**src/rtl/imm_pkg.sv**
```systemverilog
// Shared immediate-format select encodings and fixed widths for the immediate generator.
package imm_pkg;

    localparam int unsigned INSTR_W = 32;

    typedef enum logic [2:0] {
        SEL_I     = 3'd0,
        SEL_S     = 3'd1,
        SEL_B     = 3'd2,
        SEL_U     = 3'd3,
        SEL_J     = 3'd4,
        SEL_IZ    = 3'd5,
        SEL_SHAMT = 3'd6,
        SEL_ILL   = 3'd7
    } imm_sel_e;

endpackage

```
**src/rtl/imm_gen_pipe_if.sv**
```systemverilog
// Request/response bundle for the immediate generator pipeline.
interface imm_gen_pipe_if #(
    parameter int XLEN  = 32,
    parameter int TAG_W = 4
);
    logic             in_valid;
    logic             in_ready;
    logic [31:0]      in_instr;
    logic [2:0]       in_sel;
    logic [TAG_W-1:0] in_tag;
    logic             out_valid;
    logic             out_ready;
    logic [XLEN-1:0]  out_imm;
    logic [TAG_W-1:0] out_tag;
    logic             out_err;

    modport master (
        output in_valid, in_instr, in_sel, in_tag, out_ready,
        input  in_ready, out_valid, out_imm, out_tag, out_err
    );

    modport slave (
        input  in_valid, in_instr, in_sel, in_tag, out_ready,
        output in_ready, out_valid, out_imm, out_tag, out_err
    );
endinterface

```
**src/rtl/imm_decode.sv**
```systemverilog
// Combinational RISC-V immediate extraction: instruction word + format select -> XLEN immediate.
module imm_decode
    import imm_pkg::*;
#(
    parameter int XLEN = 32
) (
    input  logic [INSTR_W-1:0] instr,
    input  imm_sel_e           sel,
    output logic [XLEN-1:0]    imm,
    output logic               err
);

    // Opcode bits never contribute to an immediate.
    logic unused_opcode;
    assign unused_opcode = ^instr[6:0];

    always_comb begin
        imm = '0;
        err = 1'b0;
        case (sel)
            SEL_I:  imm = XLEN'($signed(instr[31:20]));
            SEL_S:  imm = XLEN'($signed({instr[31:25], instr[11:7]}));
            SEL_B:  imm = XLEN'($signed({instr[31], instr[7], instr[30:25], instr[11:8], 1'b0}));
            SEL_U:  imm = XLEN'($signed({instr[31:12], 12'b0}));
            SEL_J:  imm = XLEN'($signed({instr[31], instr[19:12], instr[20], instr[30:21], 1'b0}));
            SEL_IZ: imm = XLEN'(instr[31:20]);
            SEL_SHAMT: begin
                if (XLEN == 64) imm = XLEN'(instr[25:20]);
                else            imm = XLEN'(instr[24:20]);
            end
            default: err = 1'b1;
        endcase
    end

endmodule

```
**src/rtl/imm_gen_pipe.sv**
```systemverilog
// Two-stage valid/ready immediate generator: stage 1 holds the request, stage 2 the decoded result.
module imm_gen_pipe
    import imm_pkg::*;
#(
    parameter int XLEN  = 32,
    parameter int TAG_W = 4
) (
    input logic           clk,
    input logic           rst,
    imm_gen_pipe_if.slave bus
);

    logic               s1_valid;
    logic [INSTR_W-1:0] s1_instr;
    imm_sel_e           s1_sel;
    logic [TAG_W-1:0]   s1_tag;

    logic               s2_valid;
    logic [XLEN-1:0]    s2_imm;
    logic [TAG_W-1:0]   s2_tag;
    logic               s2_err;

    logic [XLEN-1:0]    dec_imm;
    logic               dec_err;
    logic               s2_adv;
    logic               s1_adv;

    // A stage may load when its successor is empty or is being drained this cycle.
    assign s2_adv = !s2_valid || bus.out_ready;
    assign s1_adv = !s1_valid || s2_adv;

    assign bus.in_ready  = s1_adv;
    assign bus.out_valid = s2_valid;
    assign bus.out_imm   = s2_imm;
    assign bus.out_tag   = s2_tag;
    assign bus.out_err   = s2_err;

    imm_decode #(.XLEN(XLEN)) u_decode (
        .instr (s1_instr),
        .sel   (s1_sel),
        .imm   (dec_imm),
        .err   (dec_err)
    );

    always_ff @(posedge clk) begin
        if (rst) begin
            s1_valid <= 1'b0;
            s2_valid <= 1'b0;
            s2_imm   <= '0;
            s2_tag   <= '0;
            s2_err   <= 1'b0;
        end else begin
            if (s1_adv) s1_valid <= bus.in_valid;
            if (s2_adv) s2_valid <= s1_valid;
            if (s2_adv && s1_valid) begin
                s2_imm <= dec_imm;
                s2_tag <= s1_tag;
                s2_err <= dec_err;
            end
        end
    end

    always_ff @(posedge clk) begin
        if (s1_adv && bus.in_valid) begin
            s1_instr <= bus.in_instr;
            s1_sel   <= imm_sel_e'(bus.in_sel);
            s1_tag   <= bus.in_tag;
        end
    end

endmodule

```
**src/flat_wrapper.sv**
```systemverilog
// flat-port wrapper written by rule: the top's interface ports become plain ports
module imm_gen_pipe_flat import imm_pkg::*;
#(
    parameter int XLEN  = 32,
    parameter int TAG_W = 4
)
  (clk, rst, bus_in_valid, bus_in_instr, bus_in_sel, bus_in_tag, bus_out_ready, bus_in_ready, bus_out_valid, bus_out_imm, bus_out_tag, bus_out_err);
  imm_gen_pipe_if #(.XLEN(XLEN), .TAG_W(TAG_W)) bus_i ();
  input logic clk;
  input logic rst;
  input wire logic [$bits(bus_i.in_valid)-1:0] bus_in_valid;
  input wire logic [$bits(bus_i.in_instr)-1:0] bus_in_instr;
  input wire logic [$bits(bus_i.in_sel)-1:0] bus_in_sel;
  input wire logic [$bits(bus_i.in_tag)-1:0] bus_in_tag;
  input wire logic [$bits(bus_i.out_ready)-1:0] bus_out_ready;
  output wire logic [$bits(bus_i.in_ready)-1:0] bus_in_ready;
  output wire logic [$bits(bus_i.out_valid)-1:0] bus_out_valid;
  output wire logic [$bits(bus_i.out_imm)-1:0] bus_out_imm;
  output wire logic [$bits(bus_i.out_tag)-1:0] bus_out_tag;
  output wire logic [$bits(bus_i.out_err)-1:0] bus_out_err;
  assign bus_i.in_valid = bus_in_valid;
  assign bus_i.in_instr = bus_in_instr;
  assign bus_i.in_sel = bus_in_sel;
  assign bus_i.in_tag = bus_in_tag;
  assign bus_i.out_ready = bus_out_ready;
  assign bus_in_ready = bus_i.in_ready;
  assign bus_out_valid = bus_i.out_valid;
  assign bus_out_imm = bus_i.out_imm;
  assign bus_out_tag = bus_i.out_tag;
  assign bus_out_err = bus_i.out_err;
  imm_gen_pipe #(.XLEN(XLEN), .TAG_W(TAG_W)) u_core (.clk(clk), .rst(rst), .bus(bus_i));
endmodule
```
**config.mk**
```make
export PLATFORM = sky130hd
export DESIGN_NAME = imm_gen_pipe_flat
export DESIGN_NICKNAME = d
export VERILOG_FILES = /design/src/rtl/imm_pkg.sv /design/src/rtl/imm_gen_pipe_if.sv /design/src/rtl/imm_decode.sv /design/src/rtl/imm_gen_pipe.sv /design/src/flat_wrapper.sv
export SDC_FILE = /design/constraint.sdc
export NUM_CORES = 1
export LEC_CHECK = 0
export CAP_MARGIN = 15
export CORE_ASPECT_RATIO = 1.5
export CORE_MARGIN = 2
export CORE_UTILIZATION = 52
export CTS_BUF_LIST = sky130_fd_sc_hd__clkbuf_2 sky130_fd_sc_hd__clkbuf_4 sky130_fd_sc_hd__clkbuf_8
export CTS_CLUSTER_SIZE = 28
export DETAILED_ROUTE_END_ITERATION = 8
export PLACE_DENSITY_LB_ADDON = 0.2
export SLEW_MARGIN = 20
export SYNTH_ARGS = -nofsm -noshare
export SYNTH_HDL_FRONTEND = slang
export SYNTH_SLANG_ARGS = --single-unit
```
**constraint.sdc**
```tcl
create_clock -name clk -period 5.4 [get_ports clk]
set_clock_uncertainty 0.05 [all_clocks]
set_input_delay 1.35 -clock clk [delete_from_list [all_inputs] [get_ports clk]]
set_output_delay 1.35 -clock clk [all_outputs]
set_load 0.005 [all_outputs]
```
==> impl_results.md, run 1 <==
- Area share of the largest cell type after synthesis: between 30% and 40%
- Clk_lat worst skew: roughly 0.33 ns
- RR Startpoint: u_core.s1_sel[1]$_DFFE_PP_
- Layout cells sized above 1: roughly 6.7%
- Final #Nets: 367
- WL final: between 6000 and 7000 µm
- DR WL/cell: around 16 µm
- Vias per inst: 5.615
- Max_cap viols: 0
- Yosys warning count: 0
- Leading cell type in the layout, fill and taps excluded: clkdlybuf4s50_1
- R2R depth: 4
- RSZ-0062 raised after global routing: false
- Slew Limit Headroom: between 30% and 40%
- FP Rows: 32
- Hold path startpoint: u_core.bus.out_imm[2]$_SDFFE_PP0P_
- Chip Width: 63.80 µm
- Synth area leaders: edfxtp_1 34%, dfxtp_1 28%, a21oi_1 5.6%
- Metal-1 WL: roughly 2500 µm
- Final Util: between 70% and 80%
- Die H: about 94 µm
- Setup TNS: 0 ns
- WS Path Type: in2out
- Leak: approximately 1.3 nW
- Tot Pwr: around 1.1 mW
- Number of global-route vias before repair: ~2,100
- # resized after CTS: 0
- Initial Utilization: between 50 and 60%
- Top Layer Used: met4
- Routability Congestion: roughly 0.80
- Most frequent cells in the layout: 74 x clkdlybuf4s50_1, 39 x dfxtp_1, 32 x edfxtp_1
- Diodes inserted: 0
- Drt drc: 0
- Via count: approximately 2,200
- First drt pass iteration count: 4
- Hold Buf Count CTS: 0
- VDD IR-drop max: between 0.0002 and 0.00025 V
- Slew @ Worst Pin: 0.9014 ns
- H-tree depth: 3
- Max Buffers Root-to-Sink: 2
- CP Launch Type: input pin
- DR WL met3: 335 µm
- CTS clock-pin slew for the worst setup and hold paths: about 0.07 ns
- Cells after synthesis: about 260
- Mapped cell area: roughly 2800 µm²
- Synthesized net count: ~300
- Antenna viol nets, final: 0
- Status: finished clean
- Core footprint: approximately 5200 µm²
- Post-route setup slack: approximately 1.5 ns
- Die Area: about 6000 µm²
- Final hold viol count: 0
- First-pass GRT wire length: between 9000 and 10,000 µm
- Initial antenna violation count: 0
- Critical Path AT: approximately 2.5 ns
- Root Buffer: clkbuf_8
- Worst-path maximum fanout: 3
- Synth Area per Inst: 10.81 µm²
- Setup WS pre-CTS: 1.486 ns
- Worst Hold Class: reg2reg
- # fillers: roughly 370
- Post-placement cell count: approximately 380
- Crit share post-route: 72.21%
- Crit path time final: 3.900 ns
- Hold Path End: u_core.bus.out_imm[2]$_SDFFE_PP0P_
- Largest net degree at the start of global routing: 41
- Seq/Total Area, Yosys: 62.45%
- Peak Freq: about 260 MHz
- Initial DRC count: around 190
- Yosys top cell by area: edfxtp_1
- Io pins: 82
- # clock sinks: 71
- Synthesis-to-layout area growth: 33.74%
- Power density over the cells: 307.1 nW/µm²
- CTS tree: built
- Synth unique cells: 34
- Max-slew violation count: 0
- Critical Path RT: 4.00 ns
- Routed wl met2: 3262 µm
- Synthesized flop and latch total: 71
- Clock buffer count from CTS: 9
- Detailed placer's ending HPWL: approximately 4000 µm
- Postcts setup bufs: 0
- Final Non-Filler Cells: around 400
- Flop-to-flop setup slack: between 3 and 4 ns
- Setup Viol. Count Final: 0
- CP Capture Type: output pin
- Total GRT Usage: around 22%
- Buffers on Ports: 74
- FF-to-FF End: u_core.bus.out_imm[27]$_SDFFE_PP0P_
- Hold Crit Depth: 2
- Total global routing overflow: 0
==> sequential cells by signal, indices dropped and copies added, names as in the netlist <==
register,count
u_core.s1_sel,3
u_core.s1_tag,4
u_core.s1_instr,25
u_core.bus.out_imm,32
u_core.bus.out_valid,1
u_core.bus.out_err,1
u_core.bus.out_tag,4
u_core.s1_valid,1
==> kinds of logic after synthesis <==
kind of cell           Yosys count  share of synthesized area [%]
muxes                            1                         0.3589
and+or+nand+nor                 80                          14.45
AOI/OAI and AO/OA               81                          18.66
buffers and inverters           25                          4.083
DFF                             71                          62.45
==> power by group <==
group	total, mW	internal [mW]	switching, mW
Combinational	0.134	0.0764	0.0575
Clock	0.394	0.219	0.175
Sequential	0.617	0.594	0.0232
Total	1.15	0.889	0.256
==> worst max-delay path, stage by stage <==
cell,delay (ns)
clkdlybuf4s50_1,0.41
nor2b_1,0.19
nand2_1,0.09
clkdlybuf4s50_1,0.46
==> how the worst max path moves through the flow <==
stage / startpoint / to / slack (ns) / cells after the start
4_1_cts: bus_out_ready / bus_in_ready / 1.49 / 4
3_3_place_gp: bus_out_ready / bus_in_ready / 1.50 / 4
3_5_place_dp: bus_out_ready / bus_in_ready / 1.49 / 4
2_1_floorplan: bus_out_ready / bus_in_ready / 2.41 / 2
6_report: bus_out_ready / bus_in_ready / 1.50 / 4
5_1_grt: bus_out_ready / bus_in_ready / 1.42 / 4
==> cell usage after synthesis <==
cell type and number:
a221o_1 1, a311oi_1 1, nand4b_1 1, o211ai_1 1, and2b_1 1, buf_1 1, buf_2 4, nand2_1 16
o21ba_2 1, buf_6 2, mux2i_1 1, or3b_1 1, nor2_1 27, nor3_1 12, edfxtp_1 32, a211o_1 2
nor2b_4 1, a211oi_1 11, and2_1 3, and3_1 1, nor2b_1 2, o21a_1 1, a22oi_1 6, dfxtp_1 39
and4bb_2 1, o21ai_0 13, a31oi_1 1, inv_1 2, a21oi_1 31, o22a_1 12, clkbuf_1 16, nand3b_1 8
nand3_1 4, nand2b_1 2
==> metal layers <==
layer	track usage, %	vias to the layer above
met1	25.34	1074
li1	-	1074
met5	0	-
met3	7.074	6
met2	36.28	75
met4	8.152	0
==> metrics by stage <==
step	instance area, µm²	hold slack (ns)
2_1_floorplan	2789	0.3982
5_1_grt	3730	0.4196
3_3_place_gp	3538	0.3951
6_report	3730	0.4060
3_5_place_dp	3538	0.3969
4_1_cts	3730	0.4070
==> cell type report <==
cell class	count	area, µm²	share of cell area [%]
clock buffers	15	187.7	5.032
clock inverters	1	3.754	0.1006
inverters	2	7.507	0.2013
multi-input cells	162	933.4	25.03
flip-flops and latches	71	1742	46.70
well taps	68	85.08	2.281
repair buffers	78	770.7	20.66
Power figures use the tool's default switching activity.
==> run 2, diff against run 1 <==
--- a/config.mk
+++ b/config.mk
@@ -8,7 +8,7 @@
 export CAP_MARGIN = 15
 export CORE_ASPECT_RATIO = 1.5
 export CORE_MARGIN = 2
-export CORE_UTILIZATION = 52
+export CORE_UTILIZATION = 49
 export CTS_BUF_LIST = sky130_fd_sc_hd__clkbuf_2 sky130_fd_sc_hd__clkbuf_4 sky130_fd_sc_hd__clkbuf_8
 export CTS_CLUSTER_SIZE = 28
 export DETAILED_ROUTE_END_ITERATION = 8
==> constraint.sdc (replaced) <==
create_clock -name clk -period 4 [get_ports clk]
set_clock_uncertainty 0.05 [all_clocks]
set_input_delay 1 -clock clk [delete_from_list [all_inputs] [get_ports clk]]
set_output_delay 1 -clock clk [all_outputs]
set_load 0.005 [all_outputs]
==> impl_results.md, run 2 (synthesized netlist as in run 1, its figures left out) <==
- Die H: 96.40 µm
- First-pass GRT wire length: between 9000 and 10,000 µm
- Post-placement cell count: approximately 380
- # clock sinks: ~70
- Hold path startpoint: u_core.bus.out_imm[11]$_SDFFE_PP0P_
- Via count: 2,209
- Antenna viol nets, final: 0
- Routability Congestion: approximately 0.76
- Postcts setup bufs: 0
- Root Buffer: clkbuf_8
- Leading cell type in the layout, fill and taps excluded: clkdlybuf4s50_1
- CTS clock-pin slew for the worst setup and hold paths: roughly 0.07 ns
- Diodes inserted: 0
- Setup WS pre-CTS: approximately 0.8 ns
- Synthesis-to-layout area growth: 33.47%
- Number of global-route vias before repair: 2,129
- Flop-to-flop setup slack: roughly 1.8 ns
- Most Used Layer, Global Route: met2
- Critical Path RT: around 3.0 ns
- Largest net degree at the start of global routing: 28
- Number of flip-flops under the largest register name: 32
- WS Path Type: in2out
- Status: finished clean
- VDD IR-drop max: ~0.00029 V
- CP Launch Type: input pin
- Core footprint: 5492 µm²
- Clock buffer count from CTS: 9
- Power density over the cells: around 400 nW/µm²
- FP Rows: 33
- Hold Crit Depth: 2
- Tot Pwr: ~1.5 mW
- Most frequent cells in the layout: 74 x clkdlybuf4s50_1, 39 x dfxtp_1, 32 x edfxtp_1
- Layout cells sized above 1: roughly 6.7%
- WL final: just over 6000 µm
- Initial DRC count: about 150
- R2R depth: 4
- Detailed placer's ending HPWL: approximately 4200 µm
- Setup TNS: 0 ns
- Leak: ~1.3 nW
- Worst-path maximum fanout: 3
- Post-route setup slack: roughly 0.81 ns
- Peak Freq: 313.9 MHz
- Critical Path AT: ~2.1 ns
- Clk_lat worst skew: about 0.33 ns
- FF-to-FF End: u_core.bus.out_imm[27]$_SDFFE_PP0P_
- CP Capture Type: output pin
- RSZ-0062 raised after global routing: false
- Die Area: roughly 6300 µm²
- Final Non-Filler Cells: approximately 400
- Max Buffers Root-to-Sink: 2
- Vias per inst: 5.536
- Buffers on Ports: 74
- # resized after CTS: 0
- Crit path time final: 3.186 ns
- # fillers: around 440
- Hold Path End: u_core.bus.out_imm[11]$_SDFFE_PP0P_
- Final Util: just under 70%
- RR Startpoint: u_core.s1_sel[1]$_DFFE_PP_
- Met2 usage in global routing: about a third
- Routing usage on met3: 4.983%
- Worst Hold Class: reg2reg
- H-tree depth: 3
- Io pins: 82
- Initial antenna violation count: 0
- Slew Limit Headroom: between 40% and 50%
- Initial Utilization: 50.79%
- DR WL/cell: about 15 µm
- CTS tree: built
- Hold Buf Count CTS: 0
- Drt drc: 0
- Crit share post-route: 79.64%
- Final #Nets: around 370
- M1 GR Usage: 24.10%
- Max-slew violation count: 0
- First drt pass iteration count: 4
- Chip Width: 65.60 µm
- Total GRT Usage: 20.46%
- Max_cap viols: 0
- Setup Viol. Count Final: 0
- Slew @ Worst Pin: approximately 0.85 ns
- Total global routing overflow: 0
- Final hold viol count: 0
==> run 2: worst max path at each step <==
| stage | startpoint | to | slack [ns] |
|---|---|---|---|
| after floorplan | bus_out_ready | u_core.s1_instr[10]$_DFFE_PP_ | 1.61 |
| after detailed placement | bus_out_ready | bus_in_ready | 0.80 |
| after global routing | bus_out_ready | bus_in_ready | 0.74 |
| final | bus_out_ready | bus_in_ready | 0.81 |
| after CTS | bus_out_ready | bus_in_ready | 0.80 |
| after global placement | bus_out_ready | bus_in_ready | 0.80 |
==> run 2: critical path, stage by stage <==
cell	delay, ns
clkdlybuf4s50_1	0.41
nor2b_1	0.19
nand2_1	0.09
clkdlybuf4s50_1	0.45
==> run 2: where the power goes <==
part           total (mW)  internal [mW]  leakage, nW  switching (mW)
clock               0.489          0.228       0.0831           0.261
combinational       0.182          0.105        0.570          0.0769
sequential          0.833          0.802        0.632          0.0315
==> run 2: layout make-up <==
type | count | area [µm²] | share of cell area, %
sequential | 71 | 1742 | 46.79
multi-input combinational | 162 | 933.4 | 25.08
timing repair buffer | 78 | 783.3 | 21.04
clock buffer | 10 | 131.4 | 3.529
tap | 70 | 87.58 | 2.353
clock inverter | 6 | 37.54 | 1.008
inverter | 2 | 7.507 | 0.2017
==> run 2: routing by layer <==
| layer | vias to the layer above | part of all wire, % |
|---|---|---|
| met4 | 0 | 2.2 |
| met1 | 1035 | 41 |
| li1 | 1076 | - |
| met5 | - | 0 |
| met3 | 15 | 6.4 |
| met2 | 83 | 51 |
==> run 2: through the flow <==
stage	area [µm²]	hold WS, ns
finish	3722	0.4090
global route	3722	0.4185
CTS	3722	0.4114
detailed placement	3553	0.4004
global placement	3553	0.3950
floorplan	2789	0.3982
